--- config.mk ---
export PLATFORM = sky130hd
export DESIGN_NAME = axis_window_expander_flat
export DESIGN_NICKNAME = d
export VERILOG_FILES = /design/src/rtl/axis_window_expander_if.sv /design/src/rtl/axis_window_expander.sv /design/src/flat_wrapper.sv
export SDC_FILE = /design/constraint.sdc
export NUM_CORES = 1
export LEC_CHECK = 0
export BUFFER_PORTS_ARGS = -buffer_cell sky130_fd_sc_hd__buf_2
export CAP_MARGIN = 20
export CORE_ASPECT_RATIO = 1.75
export CORE_MARGIN = 8
export CORE_UTILIZATION = 52
export CTS_CLUSTER_DIAMETER = 40
export DETAILED_ROUTE_END_ITERATION = 7
export PLACE_DENSITY = 0.82
export SKIP_LAST_GASP = 1
export SYNTH_ARGS = -nofsm -noshare
export SYNTH_HDL_FRONTEND = slang
export SYNTH_SLANG_ARGS = --single-unit
export TNS_END_PERCENT = 5
--- constraint.sdc ---
create_clock -name aclk -period 3.4 [get_ports aclk]
set_clock_uncertainty 0.2 [all_clocks]
set_input_delay 0.34 -clock aclk [delete_from_list [all_inputs] [get_ports aclk]]
set_output_delay 0.34 -clock aclk [all_outputs]
set_load 0.1 [all_outputs]
--- src/rtl/axis_window_expander_if.sv ---
// AXI4-Stream bundle shared by the word input and the beat output of the
// window expander.
//   tdata  : payload
//   tvalid : source has a transfer pending
//   tready : sink can accept a transfer this cycle
//   tlast  : final beat of a window (driven on the output side only)
// The master modport belongs to the side that drives the data. The slave
// modport belongs to the side that consumes it.
interface axis_window_expander_if #(
  parameter int unsigned DATA_WIDTH = 128
) ();
  logic [DATA_WIDTH-1:0] tdata;
  logic                  tvalid;
  logic                  tready;
  logic                  tlast;

  modport master (output tdata, output tvalid, output tlast, input tready);
  modport slave  (input tdata, input tvalid, input tlast, output tready);
endinterface

--- src/rtl/axis_window_expander.sv ---
// Window expander. It takes one wide AXI4-Stream word and replays it as a
// window of N beats. Only beat 0 carries the low FLAG_WIDTH flag bits. Later
// beats carry those bits as zero, so OR-accumulating the window downstream
// rebuilds the original word.
//   aclk, aresetn : clock (rising edge) and asynchronous active-low reset
//   cfg           : window length. N = (cfg == 0) ? 1 : cfg. Sampled only
//                   when a word is accepted.
//   s_axis        : word input (tdata/tvalid in, tready out)
//   m_axis        : beat output (tdata/tvalid/tlast out, tready in)
module axis_window_expander #(
  parameter int unsigned AXIS_TDATA_WIDTH = 128,
  parameter int unsigned FLAG_WIDTH       = 66,
  parameter int unsigned CFG_WIDTH        = 8
) (
  input  logic                  aclk,
  input  logic                  aresetn,
  input  logic [CFG_WIDTH-1:0]  cfg,
  axis_window_expander_if.slave  s_axis,
  axis_window_expander_if.master m_axis
);

  // Clears the flag field. A shift by the full width yields 0, so the mask
  // still covers FLAG_WIDTH == AXIS_TDATA_WIDTH.
  localparam logic [AXIS_TDATA_WIDTH-1:0] KEEP_MASK =
    {AXIS_TDATA_WIDTH{1'b1}} << FLAG_WIDTH;

  typedef enum logic {
    S_IDLE,
    S_EMIT
  } state_t;

  state_t                      state_q;
  logic [AXIS_TDATA_WIDTH-1:0] hold_q;
  logic [AXIS_TDATA_WIDTH-1:0] data_q;
  logic [CFG_WIDTH-1:0]        cnt_q;
  logic [CFG_WIDTH-1:0]        len_m1_q;
  logic                        valid_q;
  logic                        last_q;

  logic [CFG_WIDTH-1:0]        n_cfg;
  logic                        at_last;
  logic                        s_ready;
  logic                        s_fire;
  logic                        m_fire;

  always_comb begin
    n_cfg   = (cfg == '0) ? CFG_WIDTH'(1) : cfg;
    at_last = (cnt_q == len_m1_q);
    // In EMIT a new word is accepted only together with the final beat,
    // so consecutive windows have no idle cycle between them.
    s_ready = (state_q == S_IDLE) || (m_axis.tready && at_last);
    s_fire  = s_axis.tvalid && s_ready;
    m_fire  = valid_q && m_axis.tready;
  end

  assign s_axis.tready = s_ready;
  assign m_axis.tdata  = data_q;
  assign m_axis.tvalid = valid_q;
  assign m_axis.tlast  = last_q;

  // The output beat is registered and loaded one step ahead. When the
  // counter advances, data_q and last_q take the values for the next beat,
  // so the outputs stay fixed while the sink stalls.
  always_ff @(posedge aclk or negedge aresetn) begin
    if (!aresetn) begin
      state_q  <= S_IDLE;
      hold_q   <= '0;
      data_q   <= '0;
      cnt_q    <= '0;
      len_m1_q <= '0;
      valid_q  <= 1'b0;
      last_q   <= 1'b0;
    end else begin
      case (state_q)
        S_IDLE: begin
          if (s_fire) begin
            hold_q   <= s_axis.tdata;
            data_q   <= s_axis.tdata;
            cnt_q    <= '0;
            len_m1_q <= n_cfg - CFG_WIDTH'(1);
            valid_q  <= 1'b1;
            last_q   <= (n_cfg == CFG_WIDTH'(1));
            state_q  <= S_EMIT;
          end
        end
        S_EMIT: begin
          if (s_fire) begin
            hold_q   <= s_axis.tdata;
            data_q   <= s_axis.tdata;
            cnt_q    <= '0;
            len_m1_q <= n_cfg - CFG_WIDTH'(1);
            valid_q  <= 1'b1;
            last_q   <= (n_cfg == CFG_WIDTH'(1));
          end else if (m_fire) begin
            if (at_last) begin
              valid_q <= 1'b0;
              last_q  <= 1'b0;
              state_q <= S_IDLE;
            end else begin
              cnt_q  <= cnt_q + CFG_WIDTH'(1);
              data_q <= hold_q & KEEP_MASK;
              last_q <= ((cnt_q + CFG_WIDTH'(1)) == len_m1_q);
            end
          end
        end
        default: state_q <= S_IDLE;
      endcase
    end
  end

endmodule

--- src/flat_wrapper.sv ---
// flat-port wrapper written by rule: the top's interface ports become plain ports
module axis_window_expander_flat 
#(
  parameter int unsigned AXIS_TDATA_WIDTH = 128,
  parameter int unsigned FLAG_WIDTH       = 66,
  parameter int unsigned CFG_WIDTH        = 8
)
  (aclk, aresetn, cfg, s_axis_tdata, s_axis_tvalid, s_axis_tlast, s_axis_tready, m_axis_tdata, m_axis_tvalid, m_axis_tlast, m_axis_tready);
  axis_window_expander_if #(.DATA_WIDTH((128))) s_axis_i ();
  axis_window_expander_if #(.DATA_WIDTH((128))) m_axis_i ();
  input  logic aclk;
  input  logic aresetn;
  input  logic [CFG_WIDTH-1:0] cfg;
  input wire logic [$bits(s_axis_i.tdata)-1:0] s_axis_tdata;
  input wire logic [$bits(s_axis_i.tvalid)-1:0] s_axis_tvalid;
  input wire logic [$bits(s_axis_i.tlast)-1:0] s_axis_tlast;
  output wire logic [$bits(s_axis_i.tready)-1:0] s_axis_tready;
  output wire logic [$bits(m_axis_i.tdata)-1:0] m_axis_tdata;
  output wire logic [$bits(m_axis_i.tvalid)-1:0] m_axis_tvalid;
  output wire logic [$bits(m_axis_i.tlast)-1:0] m_axis_tlast;
  input wire logic [$bits(m_axis_i.tready)-1:0] m_axis_tready;
  assign s_axis_i.tdata = s_axis_tdata;
  assign s_axis_i.tvalid = s_axis_tvalid;
  assign s_axis_i.tlast = s_axis_tlast;
  assign s_axis_tready = s_axis_i.tready;
  assign m_axis_tdata = m_axis_i.tdata;
  assign m_axis_tvalid = m_axis_i.tvalid;
  assign m_axis_tlast = m_axis_i.tlast;
  assign m_axis_i.tready = m_axis_tready;
  axis_window_expander #(.AXIS_TDATA_WIDTH(AXIS_TDATA_WIDTH), .FLAG_WIDTH(FLAG_WIDTH), .CFG_WIDTH(CFG_WIDTH)) u_core (.aclk(aclk), .aresetn(aresetn), .cfg(cfg), .s_axis(s_axis_i), .m_axis(m_axis_i));
endmodule
==> summary.md, run 1 <==
| Metric | Value |
|---|---|
| Status | `finished, final reports clean` |
| Largest net degree at the start of global routing | `144` |
| Worst reg-to-reg setup slack | `about 0.54 ns` |
| Clock Pin Slew Worst Setup and Hold Paths | `0.06 ns` |
| Most frequent cells in the layout | `nand2_1, buf_2, dfrtp_1` |
| FP Rows | `64` |
| Vias in the first global route | `8,824` |
| Post-Synth Adder-Cell Area | `0.414%` |
| Crit path DAT | `2.61 ns` |
| Largest family of logic cells by synthesized area | `simple AND/OR/NAND/NOR gates` |
| #FFs+latches synth | `209` |
| GRT busiest layer | `met2` |
| Post-CTS Resized | `0` |
| Die Wd | `roughly 120 um` |
| Drt via density | `approximately 5.4` |
| Reg area | `roughly 5200 um^2` |
| Global-route met2 utilization | `a little over two fifths` |
| Final ANT Viol Nets | `0` |
| Tightest Hold Check Type | `input pin to register` |
| Synth unique cells | `39` |
| Number of clock sinks | `209` |
| CP endpoint kind | `output port` |
| Mux cell area share after synthesis | `between 7 and 8%` |
| Hold WS | `0.0237 ns` |
| Final Max Slew Viols | `0` |
| Worst Reg-to-Reg Cells | `7` |
| Global routing usage on met1 | `27.0%` |
| Grt met3 use | `6.82%` |
| P&R area growth vs syn | `38.1%` |
| Initial Util | `a little over half` |
| Post-DP HPWL | `15,800 um` |
| Initial DRC count | `552` |
| Post-route minimum period | `3.15 ns` |
| Hold path depth | `3` |
| Crit Path Class | `register to output port` |
| Hold path start | `cfg[0]` |
| Setup TNS | `0 ns` |
| Synth Instances | `969` |
| Final Util | `72.3%` |
| Max cap viols | `0` |
| First-pass GRT wire length | `44,300 um` |
| Number of fillers in the final layout | `1,133` |
| Reg-to-Reg Start | `u_core.cnt_q[6]` |
| H-tree depth | `1` |
| Antenna violations before repair | `1` |
| Routed WL | `27,700 um` |
| Setup-failing EPs final | `0` |
| PortBufs | `270` |
| Clk buf depth | `3` |
| Sequential fraction of the synthesis area | `between 50% and 60%` |
| Via count | `approximately 8,500` |
| I/O pin count | `272` |
| Worst-Margin Slew | `0.791 ns` |
| Multi-input gate area | `3470 um^2` |
| Fin. Hold Viols | `0` |
| Wirelength per Cell | `approximately 18 um` |
| Worst setup SP type | `register` |
| Slew HR | `47.3%` |
| Synthesis Warnings | `0` |
| Worst-Skew Late Latency | `0.49 ns` |
| Post-DP Area | `around 11,000 um^2` |
| Synth Net Count | `approximately 1,100` |
| First-pass DRT Iterations | `5` |
| Max Fanout on Critical Path | `8` |
| Share of layout cells above drive strength 1 | `23.2%` |
| CORE AREA | `~17,000 um^2` |
| Die footprint | `roughly 22,000 um^2` |
| CTS tree | `yes` |
| Num CTS Buffers | `21` |
| CTS Root Buffer Type | `clkbuf_16` |
| Fin area | `about 13,000 um^2` |
| Worst vdd ir | `0.497 mV` |
| DR DRC count | `0` |
| RSZ-0062 raised after global routing | `false` |
| Gr usage total | `25.0%` |
| Die Y | `191 um` |
| RR Endpoint | `u_core.m_axis.tdata[89]` |
| P per Cell Area | `911 nW/um^2` |
| LEAKAGE | `between 6 and 7 nW` |
| Synth Area in XOR/XNOR | `1.74%` |
| Post-synthesis compound-gate area fraction | `6.13%` |
| Hold endpoint | `u_core.len_m1_q[0]` |
| Syn Area/Cell | `9.35 um^2` |
| Most common cell after layout, fill and taps aside | `nand2_1` |
| Nets | `~1,500` |
| Critical path required time | `2.86 ns` |
| Max Freq | `317 MHz` |
| GRT overflow | `0` |
| Final GP Congestion | `about 0.84` |
| Ratio of final minimum period to clock period | `92.7%` |
| Cell Area, Synth | `just over 9000 um^2` |
| Simple-Gate Fraction of Synth Area | `between 20% and 30%` |
| Tot Pwr | `0.0114 W` |
cell usage after synthesis:
library cell,count,share of area [%]
a31oi_1,2,0.14
o22a_1,1,0.097
a41o_1,1,0.11
o211ai_1,1,0.083
mux2i_1,64,7.1
nand2b_1,2,0.14
buf_2,17,0.94
a21oi_1,3,0.17
a311o_1,1,0.11
nand3b_1,1,0.083
inv_1,3,0.12
a311oi_1,1,0.097
nor4_1,2,0.14
buf_1,12,0.50
ha_1,3,0.41
nor3b_1,2,0.17
clkbuf_1,19,0.79
o31a_1,1,0.097
and2_1,2,0.14
or4_4,1,0.12
and4_1,1,0.097
o21ai_0,72,4.0
dfrtp_1,209,58
nand2_1,402,17
o21ai_1,6,0.33
a31o_2,1,0.097
buf_4,10,0.83
nand3_1,72,4.0
and3_1,3,0.21
nor2_1,9,0.37
o21a_1,1,0.083
buf_6,9,1.1
nor3_1,5,0.28
nand4_1,1,0.069
nor2b_1,2,0.14
xnor2_1,11,1.1
o31ai_1,7,0.58
a21o_1,2,0.17
xor2_1,7,0.68
report_power, final:
group | internal, W | leakage [nW] | total [W] | switching, W
Combinational | 0.00109 | 3.49 | 0.00538 | 0.00428
Clock | 0.00128 | 0.305 | 0.00221 | 0.000930
Sequential | 0.00330 | 2.74 | 0.00380 | 0.000502
Total | 0.00567 | 6.54 | 0.0114 | 0.00572
layer usage:
layer,routed length [um],vias to the layer above
li1,-,3895
met1,9830,4065
met2,14300,407
met3,2330,99
met4,1300,0
met5,0,-
cell type report:
class                   count  share of cell area, %
clock inverters             6                  0.720
clock buffers              25                   4.32
well taps                 231                   2.31
repair buffers            414                   22.9
inverters                   3                 0.0900
diodes                      4                 0.0800
multi-input cells         690                   27.7
flip-flops and latches    209                   41.8
worst max-delay path by stage:
| stage | from | to | slack, ns | cells past startpoint |
|---|---|---|---|---|
| after floorplan | u_core.cnt_q[4] | s_axis_tready | 0.75 | 6 |
| after global placement | u_core.cnt_q[6] | u_core.m_axis.tdata[88] | 0.58 | 6 |
| after detailed placement | u_core.cnt_q[6] | u_core.m_axis.tdata[103] | 0.55 | 6 |
| after CTS | u_core.cnt_q[6] | s_axis_tready | 0.23 | 6 |
| after global routing | u_core.cnt_q[4] | s_axis_tready | 0.12 | 6 |
| final | u_core.cnt_q[6] | s_axis_tready | 0.25 | 6 |
worst max-delay path, cell delays in order (launching register included):
cell	delay (ns)
dfrtp_1	0.47
xor2_1	0.23
or4_4	0.56
nor2_1	0.24
nand2_1	0.12
nand2_1	0.07
buf_2	0.44
registers in the layout, indices dropped and copies added (netlist names):
| register | count |
|---|---|
| u_core.m_axis.tvalid | 1 |
| u_core.hold_q | 62 |
| u_core.cnt_q | 8 |
| u_core.state_q | 1 |
| u_core.len_m1_q | 8 |
| u_core.m_axis.tlast | 1 |
| u_core.m_axis.tdata | 128 |
logic make-up after synthesis:
kind of cell    Yosys count
fa+ha+maj                 3
buf+inv                  70
xor+xnor                 18
flops                   209
mux                      64
simple gates            505
compound gates          100
through the flow:
step	setup WS (ns)	cells
final	0.247	1582
after global routing	0.115	1579
after CTS	0.230	1578
after detailed placement	0.551	1412
after global placement	0.585	1412
after floorplan	0.751	969
what timing repair did:
action                                  4_1_cts  5_1_grt
hold buffers                                135        0
endpoints found under the hold margin       279        0
endpoints found under the setup margin        0        0
setup buffers                                 0        0
No activity file was read; power rests on OpenSTA's default activity.
==> inputs of run 2 (changes only) <==
Settings changed: CELL_PAD_IN_SITES_DETAIL_PLACEMENT set to 0, CELL_PAD_IN_SITES_GLOBAL_PLACEMENT set to 1, CORE_UTILIZATION 52 to 35, PLACE_DENSITY 0.82 to 0.78.
Clock period 3.4 ns to 2.58 ns, I/O delays scaled along.
==> run 2 against run 1 <==
Against the previous run: the flow now finishes with violations (negative setup slack); clock-buffer cell count rose by 8; routed wire length up 2.4%; first-iteration DRC count fell by 22%; critical path type unchanged.
==> summary.md, run 2 (synthesized netlist as in run 1, its figures left out) <==
| Metric | Value |
|---|---|
| Status | `complete, but fails checks (was finished, final reports clean)` |
| Failing checks | `negative setup slack` |
| Tightest Hold Check Type | `input pin to register (unchanged)` |
| First-pass GRT wire length | `44,400 um (was 44,300 um)` |
| H-tree depth | `1 (unchanged)` |
| Setup-failing EPs final | `2 (was 0)` |
| Die Wd | `138 um (was 116 um)` |
| Gr usage total | `17.4% (was 25.0%)` |
| Worst-Margin Slew | `0.640 ns (was 0.791 ns)` |
| Crit Path Class | `register to output port (unchanged)` |
| Vias in the first global route | `8,562 (was 8,824)` |
| Wirelength per Cell | `16.4 um (was 17.5 um)` |
| Largest net degree at the start of global routing | `89 (was 144)` |
| FP Rows | `78 (was 64)` |
| Fin. Hold Viols | `0 (unchanged)` |
| Hold WS | `0.0593 ns (was 0.0237 ns)` |
| Number of clock sinks | `209 (unchanged)` |
| Clk buf depth | `3 (unchanged)` |
| P&R area growth vs syn | `49.5% (was 38.1%)` |
| P per Cell Area | `1180 nW/um^2 (was 911 nW/um^2)` |
| PortBufs | `270 (unchanged)` |
| Num CTS Buffers | `24 (was 21)` |
| RR Endpoint | `u_core.hold_q[126] (was u_core.m_axis.tdata[89])` |
| Ant. Diodes | `0 (was 4)` |
| Max cap viols | `0 (unchanged)` |
| Drt via density | `4.75 (was 5.35)` |
| Die footprint | `31,500 um^2 (was 22,100 um^2)` |
| Worst Reg-to-Reg Cells | `9 (was 7)` |
| Via count | `8,211 (was 8,466)` |
| Setup ws final | `-0.0151 ns (was 0.247 ns)` |
| Tot Pwr | `0.0160 W (was 0.0114 W)` |
| CP Launch Point | `u_core.len_m1_q[6] (was u_core.cnt_q[6])` |
| Number of fillers in the final layout | `2,284 (was 1,133)` |
| CTS tree | `yes (unchanged)` |
| LEAKAGE | `7.01 nW (was 6.54 nW)` |
| Share of layout cells above drive strength 1 | `26.8% (was 23.2%)` |
| Die Y | `229 um (was 191 um)` |
| DR DRC count | `0 (unchanged)` |
| Post-DP HPWL | `17,500 um (was 15,800 um)` |
| Worst setup SP type | `register (unchanged)` |
| Worst setup path endpoint | `s_axis_tready (unchanged)` |
| Critical path required time | `2.12 ns (was 2.86 ns)` |
| Reg-to-Reg Start | `u_core.len_m1_q[6] (was u_core.cnt_q[6])` |
| Worst vdd ir | `0.627 mV (was 0.497 mV)` |
| Max Fanout on Critical Path | `3 (was 8)` |
| Initial Util | `35.3% (was 52.4%)` |
| I/O pin count | `272 (unchanged)` |
| Most frequent cells in the layout | `nand2_1, buf_2, dfrtp_1 (unchanged)` |
| Most common cell after layout, fill and taps aside | `nand2_1 (unchanged)` |
| CTS Root Buffer Type | `clkbuf_16 (unchanged)` |
| Final ANT Viol Nets | `0 (unchanged)` |
| GRT overflow | `0 (unchanged)` |
| Ratio of final minimum period to clock period | `101%` |
| CORE AREA | `25,700 um^2 (was 17,300 um^2)` |
| Initial DRC count | `433 (was 552)` |
| Crit path DAT | `2.14 ns (was 2.61 ns)` |
| Largest register FFs | `128 (unchanged)` |
| First-pass DRT Iterations | `7 (was 5)` |
| Worst slack at placement | `0.0706 ns (was 0.551 ns)` |
| Clock Pin Slew Worst Setup and Hold Paths | `0.06 ns (about the same)` |
| Final Max Slew Viols | `0 (unchanged)` |
| Nets | `1,535 (was 1,483)` |
| Worst-Skew Late Latency | `0.51 ns (was 0.49 ns)` |
| Post-route minimum period | `between 2 and 3 ns` |
| Slew HR | `57.4% (was 47.3%)` |
| Antenna violations before repair | `0 (was 1)` |
| Final GP Congestion | `0.796 (was 0.839)` |
| Max Freq | `385 MHz` |
| RSZ-0062 raised after global routing | `true (was false)` |
| Worst reg-to-reg setup slack | `0 ns (was 0.54 ns)` |
| CP endpoint kind | `output port (unchanged)` |
| Routed WL | `28,400 um (was 27,700 um)` |
-- run 2: final cells by class --
cell class | instances | area (um^2) | share of cell area, %
Tap cell | 320 | 400 | 2.96
Timing Repair Buffer | 463 | 3560 | 26.3
Inverter | 3 | 11.3 | 0.0831
Multi-Input combinational cell | 690 | 3530 | 26.0
Clock inverter | 10 | 120 | 0.887
Clock buffer | 33 | 696 | 5.14
Sequential cell | 209 | 5230 | 38.6
-- run 2: where the power goes --
group | internal (W) | total (W) | switching [W]
clock | 0.00210 | 0.00348 | 0.00138
combinational | 0.00178 | 0.00757 | 0.00578
sequential | 0.00435 | 0.00496 | 0.000614
-- run 2: how the worst min path moves through the flow --
stage,slack [ns],startpoint,depth (start not counted),end
after global placement,0.05,aresetn,1,u_core.m_axis.tdata[2]
after global routing,0.11,aresetn,2,u_core.m_axis.tdata[3]
after floorplan,-0.24,aresetn,0,u_core.cnt_q[0]
after detailed placement,0.05,aresetn,1,u_core.m_axis.tdata[3]
after CTS,0.06,aresetn,2,u_core.m_axis.tdata[3]
final,0.06,cfg[3],5,u_core.len_m1_q[7]
-- run 2: metrics by stage --
step | cells | area, um^2 | setup TNS (ns) | util [%]
2_1_floorplan | 969 | 9060 | -0.348 | -
3_3_place_gp | 1523 | 10900 | 0 | 42.3
3_5_place_dp | 1523 | 10900 | 0 | 42.3
4_1_cts | 1721 | 13300 | -1.27 | 51.8
5_1_grt | 1728 | 13500 | -8.32 | 52.8
6_report | 1728 | 13500 | -0.0190 | 52.8
-- run 2: timing repair --
| action | in CTS | in global routing |
|---|---|---|
| buffers inserted | 10 | 0 |
| cloned | 2 | 7 |
| hold buffers | 143 | 0 |
| hold endpoints to repair | 378 | 0 |
| endpoints found under the setup margin | 1 | 203 |
| pin swaps | 6 | 4 |
| gates resized for setup | 18 | 21 |
-- run 2: routing by layer --
metal	up-vias	part of all wire, %	GRT usage [%]
met1	3916	37	18.8
li1	4000	-	-
met2	242	54	32.1
met4	0	3.0	6.86
met3	53	5.9	3.19
met5	-	0	0
-- run 2: worst max-delay path: stages, from the launching register on --
cell     delay, ns
dfrtp_1       0.41
xor2_2        0.21
or4_4         0.54
nor2_4        0.14
nand2_2       0.06
nand2_2       0.08
buf_12        0.17
==> inputs of run 3 (changes only) <==
Settings changed: CTS_BUF_LIST set to sky130_fd_sc_hd__clkbuf_16, CTS_CLUSTER_DIAMETER 40 to unset.
==> run 3 against run 2 <==
Against the previous run: the flow now finishes without violations; die area stayed put; clock-buffer cell count is 12 lower; core utilization is 1.1 points lower; sequential share of layout area is 0.79 points higher; flip-flop and latch count stayed put; first-iteration DRC count is 10% higher; cell area is 2.0% lower; routed wire length is 1.3% lower; setup slack better by 0.034 ns; clock power is 18% lower; fmax is 1.3% higher; total power is 4.7% lower; critical path type is now register to register.
==> summary.md, run 3 (synthesized netlist as in run 1, its figures left out) <==
| Metric | Value |
|---|---|
| H-tree depth | `1 (unchanged)` |
| Initial Util | `35.3% (unchanged)` |
| Max Freq | `390 MHz (was 385 MHz)` |
| Setup TNS | `0 ns (was -0.0190 ns)` |
| Net Sw Power | `0.00761 W (was 0.00778 W)` |
| PortBufs | `270 (unchanged)` |
| Tightest Hold Check Type | `input pin to async pin (was input pin to register)` |
| Worst path slowest cell | `or4_4 (unchanged)` |
| Wirelength per Cell | `16.3 um (was 16.4 um)` |
| Critical-path cell list | `xor2_1, or4_4, buf_12, o31ai_4, buf_6, buf_12, mux2i_1, o21ai_0 (was xor2_2, or4_4, nor2_4, nand2_2, nand2_2, buf_12)` |
| GRT overflow | `0 (unchanged)` |
| Fin. Hold Viols | `0 (unchanged)` |
| DR DRC count | `0 (unchanged)` |
| CTS tree | `yes (unchanged)` |
| Largest register FFs | `128 (unchanged)` |
| Cell Count, Final, Fillers Out | `1,718 (was 1,728)` |
| Setup-failing EPs final | `0 (was 2)` |
| Final GP Congestion | `0.796 (unchanged)` |
| Via count | `8,099 (was 8,211)` |
| Die Wd | `138 um (unchanged)` |
| Vias in the first global route | `8,413 (was 8,562)` |
| Combinational Power Share | `48.9% (was 47.3%)` |
| Clock power frac | `18.6% (was 21.7%)` |
| Clk buf depth | `3 (unchanged)` |
| Largest net degree at the start of global routing | `89 (unchanged)` |
| Share of layout cells above drive strength 1 | `25.2% (was 26.8%)` |
| Status | `finished, final reports clean (was complete, but fails checks)` |
| Worst-Skew Late Latency | `0.49 ns (was 0.51 ns)` |
| Max cap viols | `0 (unchanged)` |
| Most common cell after layout, fill and taps aside | `nand2_1 (unchanged)` |
| Inst Count DP | `1,523 (unchanged)` |
| Die footprint | `31,500 um^2 (unchanged)` |
| Worst-Margin Slew | `0.632 ns (was 0.640 ns)` |
| Switching Share | `49.9% (was 48.6%)` |
| CTS Root Buffer Type | `clkbuf_16 (unchanged)` |
| Clock Pin Slew Worst Setup and Hold Paths | `0.06 ns (about the same)` |
| Number of clock sinks | `209 (unchanged)` |
| RSZ-0062 raised after global routing | `true (unchanged)` |
| Worst vdd ir | `0.590 mV (was 0.627 mV)` |
| Post-route minimum period | `2.56 ns (was 2.60 ns)` |
| Slowest stage delay, CP | `0.55 ns (was 0.54 ns)` |
| CP endpoint kind | `register (was output port)` |
| Antenna violations before repair | `0 (unchanged)` |
| Final ANT Viol Nets | `0 (unchanged)` |
| P per Cell Area | `1150 nW/um^2 (was 1180 nW/um^2)` |
| Post-DP Area | `10,900 um^2 (unchanged)` |
| Most frequent cells in the layout | `nand2_1, buf_2, dfrtp_1 (unchanged)` |
| First-pass DRT Iterations | `5 (was 7)` |
| Tot Pwr | `0.0153 W (was 0.0160 W)` |
| Ratio of final minimum period to clock period | `99.3% (was 101%)` |
| Die Y | `229 um (unchanged)` |
| FP Rows | `78 (unchanged)` |
| Crit Path Class | `register to register (was register to output port)` |
| Slew HR | `57.9% (was 57.4%)` |
| Final Util | `51.7% (was 52.8%)` |
| Routed WL | `28,000 um (was 28,400 um)` |
| Worst setup SP type | `register (unchanged)` |
| Most used cell, CP | `buf_12 (was nand2_2)` |
| Pint | `0.00764 W (was 0.00823 W)` |
| Final Max Slew Viols | `0 (unchanged)` |
| Sequential Power Share | `32.5% (was 31.0%)` |
| First-pass GRT wire length | `43,400 um (was 44,400 um)` |
| Initial DRC count | `477 (was 433)` |
| Nets | `1,528 (was 1,535)` |
| Num CTS Buffers | `21 (was 24)` |
| Max Fanout on Critical Path | `8 (was 3)` |
| Drt via density | `4.71 (was 4.75)` |
| LEAKAGE | `6.86 nW (was 7.01 nW)` |
| Post-DP HPWL | `17,500 um (unchanged)` |
| Critical path required time | `2.73 ns (was 2.12 ns)` |
| Fin area | `13,300 um^2 (was 13,500 um^2)` |
| Gr usage total | `17.0% (was 17.4%)` |
| I/O pin count | `272 (unchanged)` |
| Crit path DAT | `2.72 ns (was 2.14 ns)` |
| P&R area growth vs syn | `46.5% (was 49.5%)` |
| CORE AREA | `25,700 um^2 (unchanged)` |
-- run 3: worst paths after layout --
| check | cells past startpoint | from | slack [ns] | end |
|---|---|---|---|---|
| max in group asynchronous | 3 | aresetn | 1.29 | u_core.m_axis.tdata[39] |
| min in group aclk | 6 | cfg[3] | 0.23 | u_core.len_m1_q[6] |
| worst max register to register | 8 | u_core.cnt_q[6] | 0.02 | u_core.m_axis.tdata[95] |
| worst max-delay path | 8 | u_core.cnt_q[6] | 0.02 | u_core.m_axis.tdata[95] |
| worst min-delay path | 2 | aresetn | 0.1 | u_core.m_axis.tdata[3] |
| worst min register to register | 2 | u_core.hold_q[112] | 0.26 | u_core.hold_q[112] |
-- run 3: metrics by stage --
stage	worst slack, ns	hold WS (ns)
after floorplan	-0.00667	-0.238
after global placement	0.0835	0.0472
after detailed placement	0.0706	0.0498
after CTS	-0.0582	0.0817
after global routing	-0.0602	0.134
final	0.0185	0.0978
-- run 3: power by group through the flow --
stage | registers [W] | clock network (W) | logic [W]
after floorplan | 0.00860 | 0 | 0.00199
after global placement | 0.00497 | 0 | 0.00706
after detailed placement | 0.00502 | 0 | 0.00714
after CTS | 0.00496 | 0.00295 | 0.00741
after global routing | 0.00508 | 0.00308 | 0.00791
final | 0.00496 | 0.00284 | 0.00746
-- run 3: metal layers --
| layer | global-route usage, % | vias up | part of all wire, % |
|---|---|---|---|
| met3 | 3.24 | 46 | 5.3 |
| met5 | 0 | - | 0 |
| met2 | 31.3 | 207 | 55 |
| li1 | - | 3982 | - |
| met4 | 6.89 | 0 | 2.9 |
| met1 | 18.3 | 3864 | 37 |
-- run 3: what timing repair did --
action                     CTS  global route
pin swaps                    3             6
hold buffers               144             0
hold endpoints to repair   378             0
setup endpoints to repair    1           201
setup buffers                5             1
gates resized for setup      4            28
gates cloned                 1             7
-- run 3: worst max-delay path, delay by kind of cell (launching register included) --
family / cells / cell delay [ns]
DFF: 1 / 0.38
xor gates and xnor gates: 1 / 0.21
buffers and inverters: 3 / 0.54
muxes: 1 / 0.18
and+or+nand+nor: 1 / 0.55
AOI/OAI and AO/OA: 2 / 0.36
-- run 3: final cells by class --
type | instances | area (um^2)
Antenna cell | 1 | 2.50
Clock buffer | 21 | 526
Clock inverter | 15 | 90.1
Fill cell | 2314 | 12400
Inverter | 3 | 11.3
Multi-Input combinational cell | 690 | 3500
Sequential cell | 209 | 5230
Tap cell | 320 | 400
Timing Repair Buffer | 459 | 3510
